===== src/rtl/kara_pkg.sv =====
// kara_pkg: shared constants, FSM state type and a reference carry-less
// multiply for the Karatsuba partial-product sequencer.
//   HALF_W  operand half width (16)
//   PROD_W  carry-less product width of two halves (31, bits 0..30)
//   CNT_W   width of the beat down-counter (holds 16/STEP, up to 16)
package kara_pkg;

  localparam int unsigned HALF_W = 16;
  localparam int unsigned PROD_W = 31;
  localparam int unsigned CNT_W  = 5;

  typedef enum logic [1:0] {
    IDLE = 2'd0,
    BUSY = 2'd1,
    DONE = 2'd2
  } state_e;

  // Reference GF(2) product of two 16-bit halves.
  function automatic logic [PROD_W-1:0] clmul16(input logic [HALF_W-1:0] a,
                                                input logic [HALF_W-1:0] b);
    logic [PROD_W-1:0] r;
    r = '0;
    for (int i = 0; i < int'(HALF_W); i++) begin
      if (b[i]) r = r ^ (PROD_W'(a) << i);
    end
    return r;
  endfunction

endpackage


===== src/rtl/clmul_step.sv =====
// clmul_step: one STEP-bit slice of a shift-and-XOR carry-less multiply.
//   acc_in    current accumulator
//   mcand     multiplicand, already aligned for this beat
//   mult_bits low STEP bits of the remaining multiplier
//   acc_out   acc_in XOR (mcand << j) for every set mult_bits[j]
// Purely combinational.
module clmul_step
  import kara_pkg::*;
#(
  parameter int unsigned STEP = 4
) (
  input  logic [PROD_W-1:0] acc_in,
  input  logic [PROD_W-1:0] mcand,
  input  logic [STEP-1:0]   mult_bits,
  output logic [PROD_W-1:0] acc_out
);

  always_comb begin
    acc_out = acc_in;
    for (int j = 0; j < int'(STEP); j++) begin
      if (mult_bits[j]) acc_out = acc_out ^ (mcand << j);
    end
  end

endmodule


===== src/rtl/kara_pp_seq.sv =====
// kara_pp_seq: sequential producer of the three Karatsuba partial products
// of a 32x32 carry-less multiply, STEP multiplier bits per cycle.
//   clk, rst_n           clock, async active-low reset
//   in_valid/in_ready    operand handshake (a, b sampled on accept edge)
//   a, b                 operands; [15:0] low half, [31:16] high half
//   out_valid/out_ready  result handshake
//   z0                   a_lo * b_lo
//   z1                   (a_lo ^ a_hi) * (b_lo ^ b_hi)
//   z2                   a_hi * b_hi
//
// state | meaning
// IDLE  | waiting for operands (in_ready high once out of reset)
// BUSY  | one STEP-bit slice per cycle, count runs down to zero
// DONE  | results held on z0/z1/z2 with out_valid until out_ready
module kara_pp_seq
  import kara_pkg::*;
#(
  parameter int unsigned STEP = 4
) (
  input  logic              clk,
  input  logic              rst_n,
  input  logic              in_valid,
  output logic              in_ready,
  input  logic [31:0]       a,
  input  logic [31:0]       b,
  output logic              out_valid,
  input  logic              out_ready,
  output logic [PROD_W-1:0] z0,
  output logic [PROD_W-1:0] z1,
  output logic [PROD_W-1:0] z2
);

  localparam logic [CNT_W-1:0] N_BEATS = CNT_W'(HALF_W / STEP);

  state_e state_q, state_d;
  logic   in_ready_q, in_ready_d;
  logic   out_valid_q, out_valid_d;
  logic [CNT_W-1:0] cnt_q, cnt_d;

  // Index 0 -> z0 (lo*lo), 1 -> z1 (mid), 2 -> z2 (hi*hi).
  logic [PROD_W-1:0] mcand_q [3];
  logic [PROD_W-1:0] mcand_d [3];
  logic [HALF_W-1:0] mult_q  [3];
  logic [HALF_W-1:0] mult_d  [3];
  logic [PROD_W-1:0] acc_q   [3];
  logic [PROD_W-1:0] acc_d   [3];
  logic [PROD_W-1:0] acc_nxt [3];
  logic [PROD_W-1:0] z_q     [3];
  logic [PROD_W-1:0] z_d     [3];

  logic [HALF_W-1:0] a_lo, a_hi, b_lo, b_hi;
  logic              accept;

  assign a_lo = a[15:0];
  assign a_hi = a[31:16];
  assign b_lo = b[15:0];
  assign b_hi = b[31:16];

  // in_ready_q is low during reset even though the state is IDLE, so the
  // first edge after release cannot accept.
  assign accept = (state_q == IDLE) && in_ready_q && in_valid;

  for (genvar gi = 0; gi < 3; gi++) begin : g_slice
    clmul_step #(
      .STEP (STEP)
    ) u_step (
      .acc_in    (acc_q[gi]),
      .mcand     (mcand_q[gi]),
      .mult_bits (mult_q[gi][STEP-1:0]),
      .acc_out   (acc_nxt[gi])
    );
  end

  always_comb begin
    state_d = state_q;
    cnt_d   = cnt_q;
    mcand_d = mcand_q;
    mult_d  = mult_q;
    acc_d   = acc_q;
    z_d     = z_q;

    case (state_q)
      IDLE: begin
        if (accept) begin
          mcand_d[0] = PROD_W'(a_lo);
          mcand_d[1] = PROD_W'(a_lo ^ a_hi);
          mcand_d[2] = PROD_W'(a_hi);
          mult_d[0]  = b_lo;
          mult_d[1]  = b_lo ^ b_hi;
          mult_d[2]  = b_hi;
          for (int i = 0; i < 3; i++) acc_d[i] = '0;
          cnt_d      = N_BEATS;
          state_d    = BUSY;
        end
      end
      BUSY: begin
        for (int i = 0; i < 3; i++) begin
          acc_d[i]   = acc_nxt[i];
          mcand_d[i] = mcand_q[i] << STEP;
          mult_d[i]  = mult_q[i] >> STEP;
        end
        cnt_d = cnt_q - 1'b1;
        // Terminal count: this beat finishes the product, publish it directly
        // from the slice outputs.
        if (cnt_q == CNT_W'(1)) begin
          z_d     = acc_nxt;
          state_d = DONE;
        end
      end
      DONE: begin
        if (out_ready) state_d = IDLE;
      end
      default: state_d = IDLE;
    endcase

    in_ready_d  = (state_d == IDLE);
    out_valid_d = (state_d == DONE);
  end

  always_ff @(posedge clk or negedge rst_n) begin
    if (!rst_n) begin
      state_q     <= IDLE;
      in_ready_q  <= 1'b0;
      out_valid_q <= 1'b0;
      cnt_q       <= '0;
      for (int i = 0; i < 3; i++) begin
        mcand_q[i] <= '0;
        mult_q[i]  <= '0;
        acc_q[i]   <= '0;
        z_q[i]     <= '0;
      end
    end else begin
      state_q     <= state_d;
      in_ready_q  <= in_ready_d;
      out_valid_q <= out_valid_d;
      cnt_q       <= cnt_d;
      mcand_q     <= mcand_d;
      mult_q      <= mult_d;
      acc_q       <= acc_d;
      z_q         <= z_d;
    end
  end

  assign in_ready  = in_ready_q;
  assign out_valid = out_valid_q;
  assign z0        = z_q[0];
  assign z1        = z_q[1];
  assign z2        = z_q[2];

endmodule


===== config.mk =====
export PLATFORM = sky130hd
export DESIGN_NAME = kara_pp_seq
export DESIGN_NICKNAME = d
export VERILOG_FILES = /design/src/rtl/kara_pkg.sv /design/src/rtl/clmul_step.sv /design/src/rtl/kara_pp_seq.sv
export SDC_FILE = /design/constraint.sdc
export NUM_CORES = 1
export LEC_CHECK = 0
export CAP_MARGIN = 10
export CORE_MARGIN = 4
export CORE_UTILIZATION = 54
export DETAILED_ROUTE_END_ITERATION = 6
export GPL_TIMING_DRIVEN = 1
export PLACE_DENSITY = 0.78
export SYNTH_ARGS = -nofsm -noshare
export SYNTH_HDL_FRONTEND = slang
export SYNTH_HIERARCHICAL = 1
export SYNTH_SLANG_ARGS = --single-unit

===== constraint.sdc =====
create_clock -name clk -period 1.8 [get_ports clk]
set_input_delay 0.18 -clock clk [delete_from_list [all_inputs] [get_ports clk]]
set_output_delay 0.18 -clock clk [all_outputs]
set_load 0.05 [all_outputs]

## After elaboration in Yosys (flattened, before gate mapping)

Cells that the tools add are included.

- Equality and inequality tests: 5
- Add/subtract/negate cells: 1
- Div/mod/pow operators: 0
- Bitwise gates (word level): 14
- Shifts and indexed selects: 0
- Reduce and logical (&&, ||, !) cells: 7
- Mux-type cells: 24
- Multiply operators: 0
- Magnitude comparators: 0

Operators by type and width:

| kind | count |
|---|---|
| two-way mux 31 bit | 12 |
| one-hot mux 93 bit (2 select lines) | 2 |
| bitwise XOR 31 bit | 12 |
| two-way mux 93 bit | 2 |
| one-hot mux 48 bit (2 select lines) | 1 |
| two-way mux 48 bit | 1 |
| bitwise XOR 16 bit | 2 |
| one-hot mux 5 bit (2 select lines) | 1 |
| two-way mux 2 bit | 3 |
| one-hot mux 2 bit (3 select lines) | 1 |
| == test 5 x 1 -> 1 bit, second input constant | 1 |
| two-way mux 5 bit | 1 |
| subtractor 5 x 1 -> 5 bit, second input constant | 1 |
| == test 2 bit, second input constant | 2 |
| logical NOT 2 bit | 2 |
| AND reduction 2 bit | 2 |
| == test 2 x 1 -> 1 bit, second input constant | 1 |
| logical AND 1 bit | 2 |
| != test 2 bit, second input constant | 1 |
| nonzero test 2 bit | 1 |

- Word-level logic and storage cells: 67
- Memories: 0
- Bits in read-only memories: 0
- Memory bits (writable): 0
- Bits in registers: 336
- Latch bits: 0
- Input port bits: 68

## Longest topological paths before layout

Gate-level depths: netlist (run 1).

- Word-level depth: 9
- Gate-level depth with buffers: 7
- Gate-level depth less buffers: 5

## Cells and area by module

The synthesis (run 1) kept the hierarchy.

By module, submodules not included:

| module | area an instance (sq um) | instances | cells each |
|---|---|---|---|
| kara_pp_seq | 14023.4 | 1 | 1268 |
| clmul_step | 1721.7 | 3 | 220 |

## Worst setup path after synthesis (run 1)

Ideal clock, no wire load.

- Path type: register to register
- From: register in_ready_q (netlist: in_ready)
- To: register mcand_q[0] in the netlist's numbering
- Required time: 1679 ps
- Stages on the path, launching flop included: 6
- Data arrival time: 1564 ps
- Slack: 115 ps
- Buffers on the path: 2
- Path through: dfrtp_1 -> nor4bb_1 -> buf_2 -> nor2_2 -> buf_2 -> a22o_1

- Cells in the longest elaborated chain, start to end: 4

RTL lines:

| element | line | source |
|---|---|---|
| from (decl) | kara_pp_seq.sv:36 | `logic in_ready_q, in_ready_d;` |
| from (signal assigned) | kara_pp_seq.sv:134 | `in_ready_q <= in_ready_d;` |
| logical AND 1 bit (2 in series) | kara_pp_seq.sv:61 | `assign accept = (state_q == IDLE) && in_ready_q && in_valid;` |
| != test 2 bit (no source line) | - |  |
| AND reduction 2 bit (no source line) | - |  |
| to (signal assigned) | kara_pp_seq.sv:137 | `mcand_q <= mcand_d;` |
| to (decl) | kara_pp_seq.sv:41 | `logic [PROD_W-1:0] mcand_q [3];` |

No other way between the ends.
A chain may end at the register's enable or synchronous reset.

## Final worst setup path (run 1)

- From: register cnt_q[1]
- To: register z_q, in the netlist z1[14]

- Cells in the longest elaborated chain, start to end: 2

RTL lines:

| element | line | source |
|---|---|---|
| from (decl) | kara_pp_seq.sv:38 | `logic [CNT_W-1:0] cnt_q, cnt_d;` |
| from (signal assigned) | kara_pp_seq.sv:136 | `cnt_q <= cnt_d;` |
| == test 5 x 1 -> 1 bit | kara_pp_seq.sv:105 | `if (cnt_q == CNT_W'(1)) begin` |
| AND reduction 2 bit (no source line) | - |  |
| to (signal assigned) | kara_pp_seq.sv:140 | `z_q <= z_d;` |
| to (decl) | kara_pp_seq.sv:48 | `logic [PROD_W-1:0] z_q [3];` |

No other way between the ends.

==> key figures, run 1 <==
Finish
  • Fraction of layout cells with a size suffix above 1: 0.147
  • Area occupied by multi-input gates: 10100 µm²
  • Ant diodes: 0
  • Most frequent cells in the layout: 618 x nand2_1, 334 x dfrtp_1, 173 x nand3_1
  • Post-Layout Inst Area: 22700 µm²
  • # fillers: about 2600
  • Area grow syn2layout: 18.3%
  • Register area: roughly 8400 µm²
  • Most common cell after layout, fill and taps aside: nand2_1
  • Fin nets: approximately 2100

Power
  • Worst VDD drop: 0.00119 V
  • Logic pwr share: 0.513
  • Internal: between 20 and 25 mW
  • Sw Ratio: 0.442
  • Sequential share of power: 0.310
  • Switching power: around 20 mW
  • Clock share of power: 0.177
  • Leak: between 10 and 15 nW
  • PwrDens: roughly 2000 nW/µm²

Worst setup path
  • Reg-to-reg critical path endpoint: z1[14]
  • Critical Path End Type: flop
  • Reg2Reg Depth: 6
  • Reg-to-Reg Start: cnt_q[1]
  • Worst Setup Path Type: reg2reg
  • CP max stage cell: dfrtp_1
  • Worst Path Required: between 2000 and 2500 ps
  • Reg2reg setup slack: 50 ps
  • Crit path arrival time: 2140 ps
  • Worst Path Max Fanout: 54
  • Setup crit start: cnt_q[1]
  • Worst Setup Start Kind: flop
  • CP peak stage delay: just under 400 ps
  • Cells along the critical path: inv_1 > ha_1 > nor4b_4 > nand2_4 > buf_12 > mux2_4

Timing
  • Final setup violation count: 0
  • Final hold vios: 0
  • Slew HR: 0.658
  • Max Slew Vio Count: 0
  • Worst-Margin Slew: about 520 ps
  • Hold slack: about 140 ps
  • Fin crit share: 0.973
  • Fin Setup TNS: 0 ps
  • Post-route setup slack: 49.2 ps
  • Final Skew: 25.5 ps
  • Final min period: 1750 ps
  • Max Fclk: 571 MHz
  • RSZ-0062 raised after global routing: no

Clock network
  • Longest Clk Path Bufs: 3
  • CTS tree: done
  • Clock slew at reported path FFs: approximately 60 ps
  • Post-CTS Setup Repair Bufs: 0
  • Worst-Skew Late Latency: between 500 and 600 ps
  • Total CTS buffers: 37
  • CTS root buffer: clkbuf_16
  • H-tree levels: 2
  • Clock sink total: approximately 340

Floorplan
  • Boundary Pins: 163
  • Die area: 38600 µm²
  • Row Count: between 60 and 70
  • Core area: around 35000 µm²
  • Die Wd: ~200 µm
  • Die Y: 197 µm
  • Initial core utilization: 0.551

Drt
  • Routed Antenna Nets: 0
  • DRT Pass-1 Iters: 5
  • Avg WL per Cell: a little under 20 µm
  • DRC viols: 0
  • Vias per cell: approximately 5.8
  • Iter 0 DRT Violations: 1487
  • Via count: around 15000
  • DRT Wirelength: 49200 µm

Global routing
  • First-pass GRT wire length: around 80000 µm
  • Largest net degree at the start of global routing: between 80 and 90
  • GRT Total Usage: 0.253
  • Grt total ovfl: 0
  • Initial antenna violation count: 0
  • Vias in the first global route: 15100

Synthesis
  • Synthesized cell area: 19200 µm²
  • Yosys top cell area share: 0.438
  • Synth warn: 6
  • Seq/Total Area, Yosys: 0.438
  • Area contributors post-synth: dfrtp_1 44%, nand2_1 12%, xnor3_1 9.9%
  • Leading area contributor after synthesis: dfrtp_1
  • FF+latch count, synth: 336
  • Synthesized Nets: 1998
  • Synthesized area per cell: around 10 µm²
  • Synth cell types: 34
  • Mapped Cells: 1928

Placed design
  • IO buf count: about 160
  • Placed Area: 21500 µm²
  • Pre-CTS setup slack: -36.0 ps
  • Routability-driven placement congestion ratio: 0.866
  • Hpwl dp: roughly 33000 µm

Outcome
  • Status: complete, no violations

Worst hold path
  • Worst Hold Class: in2async

Job
  • Max_cap viols: 0
[repair_timing]
| item | CTS | global route |
|---|---|---|
| resized for setup | 50 | 3 |
| hold buffers | 1 | 0 |
| endpoints found under the setup margin | 73 | 31 |
| endpoints found under the hold margin | 289 | 0 |
[layout make-up]
cell class / count / share of cell area
clock buffers: 53 / 0.0479
clock inverters: 13 / 0.00760
inverters: 2 / 0.000331
multi-input cells: 1453 / 0.446
flip-flops and latches: 336 / 0.370
well taps: 455 / 0.0251
repair buffers: 233 / 0.103
[worst max path at each step]
stage	endpoint	slack, ps	cells past startpoint
6_report	z1[14]	50	6
5_1_grt	z2[2]	9	6
4_1_cts	z2[12]	10	5
3_5_place_dp	z0[2]	-40	6
3_3_place_gp	z0[22]	8	6
2_1_floorplan	mcand_q[0]	110	5
[critical path, delay by kind of cell, from the launching register on]
family	cells	cell delay, ps
buffers and inverters	2	280
and+or+nand+nor	2	360
adders and majority gates	1	150
muxes	1	350
DFF	1	390
[power by group through the flow]
stage / clock [mW] / combinational [mW] / sequential [mW]
2_1_floorplan: 0 / 13.9 / 16.2
3_3_place_gp: 0 / 22.5 / 13.8
3_5_place_dp: 0 / 23.2 / 13.9
4_1_cts: 8.05 / 23.0 / 13.8
5_1_grt: 8.37 / 24.9 / 14.3
6_report: 7.92 / 22.9 / 13.9
[Yosys cell counts (all sizes together)]
master     n
ha         2
nand4bb    1
xnor3     84
buf       82
nor4b      1
dfrtp    336
o31ai      3
xnor2    104
nand2b     1
nor2b      1
nand2    649
a22oi     96
inv        2
and3b      1
nand3    173
mux2      93
mux2i     26
a21oi      6
xor2     114
nor4bb     1
and2       1
o21ai     80
nor2       3
nor4       1
clkbuf    55
a22o      10
a211oi     1
a31oi      1
[metal layers]
| metal | routed length [µm] | up-vias | GRT usage |
|---|---|---|---|
| met3 | 3980 | 93 | 0.0371 |
| li1 | - | 6701 | - |
| met2 | 23000 | 628 | 0.399 |
| met1 | 20800 | 7371 | 0.366 |
| met5 | 0 | - | 0 |
| met4 | 1440 | 0 | 0.0840 |
[state kept, by name, indices dropped and copies added, names as in the netlist]
register	count
acc_q	93
mcand_q	93
mult_q	48
z0	31
z1	31
z2	31
cnt_q	5
state_q	2
in_ready	1
out_valid	1
[cell families (layout without fill, tap and decap cells)]
group | Yosys count | count (layout) | share of synthesized area
and+or+nand+nor | 833 | 833 | 0.181
DFF | 336 | 336 | 0.438
xor gates and xnor gates | 302 | 302 | 0.198
AOI/OAI and AO/OA | 197 | 197 | 0.0664
buffers and inverters | 139 | 301 | 0.0376
muxes | 119 | 119 | 0.0775
adders and majority gates | 2 | 2 | 0.00130
[through the flow]
step / power (mW) / utilization / instances
2_1_floorplan: 30.1 / - / 1928
3_3_place_gp: 36.3 / 0.617 / 2478
3_5_place_dp: 37.1 / 0.617 / 2478
4_1_cts: 44.9 / 0.652 / 2545
5_1_grt: 47.6 / 0.653 / 2545
6_report: 44.7 / 0.653 / 2545
(Power assumes the default switching activity.)
==> inputs of run 2 (changes only) <==
--- a/config.mk
+++ b/config.mk
@@ -5,7 +5,7 @@
 export SDC_FILE = /design/constraint.sdc
 export NUM_CORES = 1
 export LEC_CHECK = 0
-export CAP_MARGIN = 10
+export CAP_MARGIN = 20
 export CORE_MARGIN = 4
 export CORE_UTILIZATION = 54
 export DETAILED_ROUTE_END_ITERATION = 6
==> results of run 2 <==
No change in the layout: final DEF, timing and power equal those of run 1.
==> inputs of run 3 (changes only) <==
==> constraint.sdc (replaced) <==
create_clock -name clk -period 1.85 [get_ports clk]
set_input_delay 0.185 -clock clk [delete_from_list [all_inputs] [get_ports clk]]
set_output_delay 0.185 -clock clk [all_outputs]
set_load 0.05 [all_outputs]
==> run 3 against run 2 <==
Compared with the run above: non-clock buffer count is 11 lower; clock-buffer cell count is 2 lower; critical path depth stayed put; wire length is 1.2% lower; cell area is 0.64% higher; combinational power is 3% lower; sequential power is 4% lower; first-iteration DRC count is 25% lower; flip-flop and latch count stayed put.
==> key figures, run 3 (synthesis results as in run 1) <==
Power
  • Total power: 44.0 mW (-1.7%)
  • Clock share of power: 0.189 (+0.012)
  • Leak: 11.5 nW (+0.73%)
  • Sw Ratio: 0.437 (-0.00527)
  • Switching power: 19.2 mW (-2.8%)
  • Logic pwr share: 0.506 (-0.007)
  • Worst VDD drop: 0.00128 V (+7.3%)
  • Internal: 24.8 mW (-0.73%)
  • Sequential share of power: 0.305 (-0.005)
  • PwrDens: 1930 nW/µm² (-2.3%)

Worst setup path
  • CP peak stage delay: 390 ps (about the same)
  • Worst Setup Start Kind: flop
  • Top delay family on crit path: flip-flops
  • Crit. path cell count: 6 (unchanged)
  • Cells along the critical path: inv_1 > ha_1 > nor4b_4 > nand2_4 > buf_12 > mux2_4
  • WP buf/inv: 2 (unchanged)
  • Worst Path Max Fanout: 54 (unchanged)
  • Reg2Reg Depth: 6 (unchanged)
  • Worst Setup Path Type: reg2reg
  • Critical Path End Type: flop
  • CP max stage cell: dfrtp_1
  • Worst Path Required: 2250 ps (+60 ps)
  • Crit path arrival time: 2170 ps (+30 ps)

Global routing
  • GRT Total Usage: 0.252 (-0.00173)
  • Largest net degree at the start of global routing: 98 (+15%)
  • Grt total ovfl: 0 (unchanged)
  • Vias in the first global route: 14900 (-1.4%)
  • First-pass GRT wire length: 79900 µm (-0.81%)
  • Initial antenna violation count: 1 (+1)

Clock network
  • Total CTS buffers: 38 (+2.7%)
  • Clock slew at reported path FFs: 60 ps (about the same)
  • CTS root buffer: clkbuf_16
  • H-tree levels: 2 (unchanged)
  • CTS tree: done
  • Post-CTS Setup Repair Bufs: 0 (unchanged)
  • Worst-Skew Late Latency: 530 ps (about the same)
  • Longest Clk Path Bufs: 3 (unchanged)
  • Clock sink total: 336 (unchanged)

Timing
  • Max Fclk: 565 MHz (-1.0%)
  • Max Slew Vio Count: 0 (unchanged)
  • Slew HR: 0.656 (-0.00111)
  • Worst-Margin Slew: 517 ps (+1.67 ps)
  • Final Skew: 19.9 ps (-5.58 ps)
  • Fin Setup TNS: 0 ps (unchanged)
  • Final setup violation count: 0 (unchanged)
  • Hold slack: 208 ps (+66.3 ps)
  • Final hold vios: 0 (unchanged)
  • Final min period: 1770 ps (+18.2 ps)
  • Fin crit share: 0.956 (-0.0165)
  • RSZ-0062 raised after global routing: no

Floorplan
  • Die Y: 197 µm (unchanged)
  • Die Wd: 197 µm (unchanged)
  • Boundary Pins: 163 (unchanged)
  • Row Count: 68 (unchanged)
  • Die area: 38600 µm² (unchanged)
  • Core area: 34800 µm² (unchanged)
  • Initial core utilization: 0.551 (unchanged)

Drt
  • Via count: 14700 (-0.93%)
  • Vias per cell: 5.78 (-0.61%)
  • Avg WL per Cell: 19.2 µm (-0.93%)
  • DRC viols: 0 (unchanged)
  • DRT Wirelength: 48600 µm (-1.2%)
  • DRT Pass-1 Iters: 6 (+1)
  • Iter 0 DRT Violations: 1118 (-25%)
  • Routed Antenna Nets: 0 (unchanged)

Finish
  • Register area: 8410 µm² (about the same)
  • Area occupied by multi-input gates: 10100 µm² (about the same)
  • Most common cell after layout, fill and taps aside: nand2_1
  • Post-Layout Inst Area: 22900 µm² (+0.64%)
  • Final Non-Filler Cells: 2537 (-0.31%)
  • Fraction of layout cells with a size suffix above 1: 0.133 (-0.0143)
  • # fillers: 2645 (-0.11%)
  • Ant diodes: 0 (unchanged)
  • Fin nets: 2123 (-0.47%)
  • Most frequent cells in the layout: 618 x nand2_1, 335 x dfrtp_1, 173 x nand3_1
  • Area grow syn2layout: 19.1%
  • Biggest regs: acc_q x93, mcand_q x93, mult_q x48

Placed design
  • Routability-driven placement congestion ratio: 0.846 (-2.3%)
  • Post-placement cell count: 2467 (-0.44%)
  • Placed Area: 21500 µm² (+0.27%)
  • IO buf count: 162 (unchanged)
  • Hpwl dp: 32500 µm (-1.6%)

Outcome
  • Status: complete, no violations

Worst hold path
  • Worst Hold Class: in2async

Job
  • Max_cap viols: 0 (unchanged)
==> run 3: final cells by class <==
class,instances,area share
inverter,2,0.000328
clock inverter,18,0.0120
sequential,336,0.368
clock buffer,51,0.0486
multi-input combinational,1453,0.442
tap,455,0.0249
timing repair buffer,222,0.104
==> run 3: repair_timing <==
action,CTS,global route
endpoints found under the setup margin,75,25
hold buffers,1,0
gates resized for setup,75,2
pin swaps,0,0
gates cloned,0,0
hold endpoints to repair,73,0
==> run 3: through the flow <==
stage                     setup slack, ps  utilization
after detailed placement             22.5        0.619
after global placement               71.6        0.619
after global routing                 31.6        0.657
after floorplan                       165            -
after CTS                            20.2        0.657
final                                81.0        0.657
==> run 3: power by group through the flow <==
stage          sequential [mW]  clock (mW)  combinational (mW)
3_5_place_dp              13.5           0                22.7
6_report                  13.4        8.30                22.3
4_1_cts                   13.4        8.40                22.4
2_1_floorplan             15.7           0                13.5
5_1_grt                   13.9        8.73                24.2
3_3_place_gp              13.4           0                22.0
==> run 3: path summary, 6_finish.rpt <==
| check | start | end | slack (ps) |
|---|---|---|---|
| min in group clk | b[14] | mult_q[46] | 280 |
| max in group asynchronous | rst_n | z2[21] | 930 |
| worst max-delay path | cnt_q[1] | z1[15] | 80 |
| worst min register to register | z0[30] | z0[30] | 500 |
| worst min-delay path | rst_n | mult_q[33] | 210 |
| worst max register to register | cnt_q[1] | z1[15] | 80 |
==> run 3: layer usage <==
layer | GRT usage | part of all wire
met4 | 0.0649 | 0.022
met3 | 0.0456 | 0.077
met2 | 0.409 | 0.47
met5 | 0 | 0.00041
met1 | 0.354 | 0.43
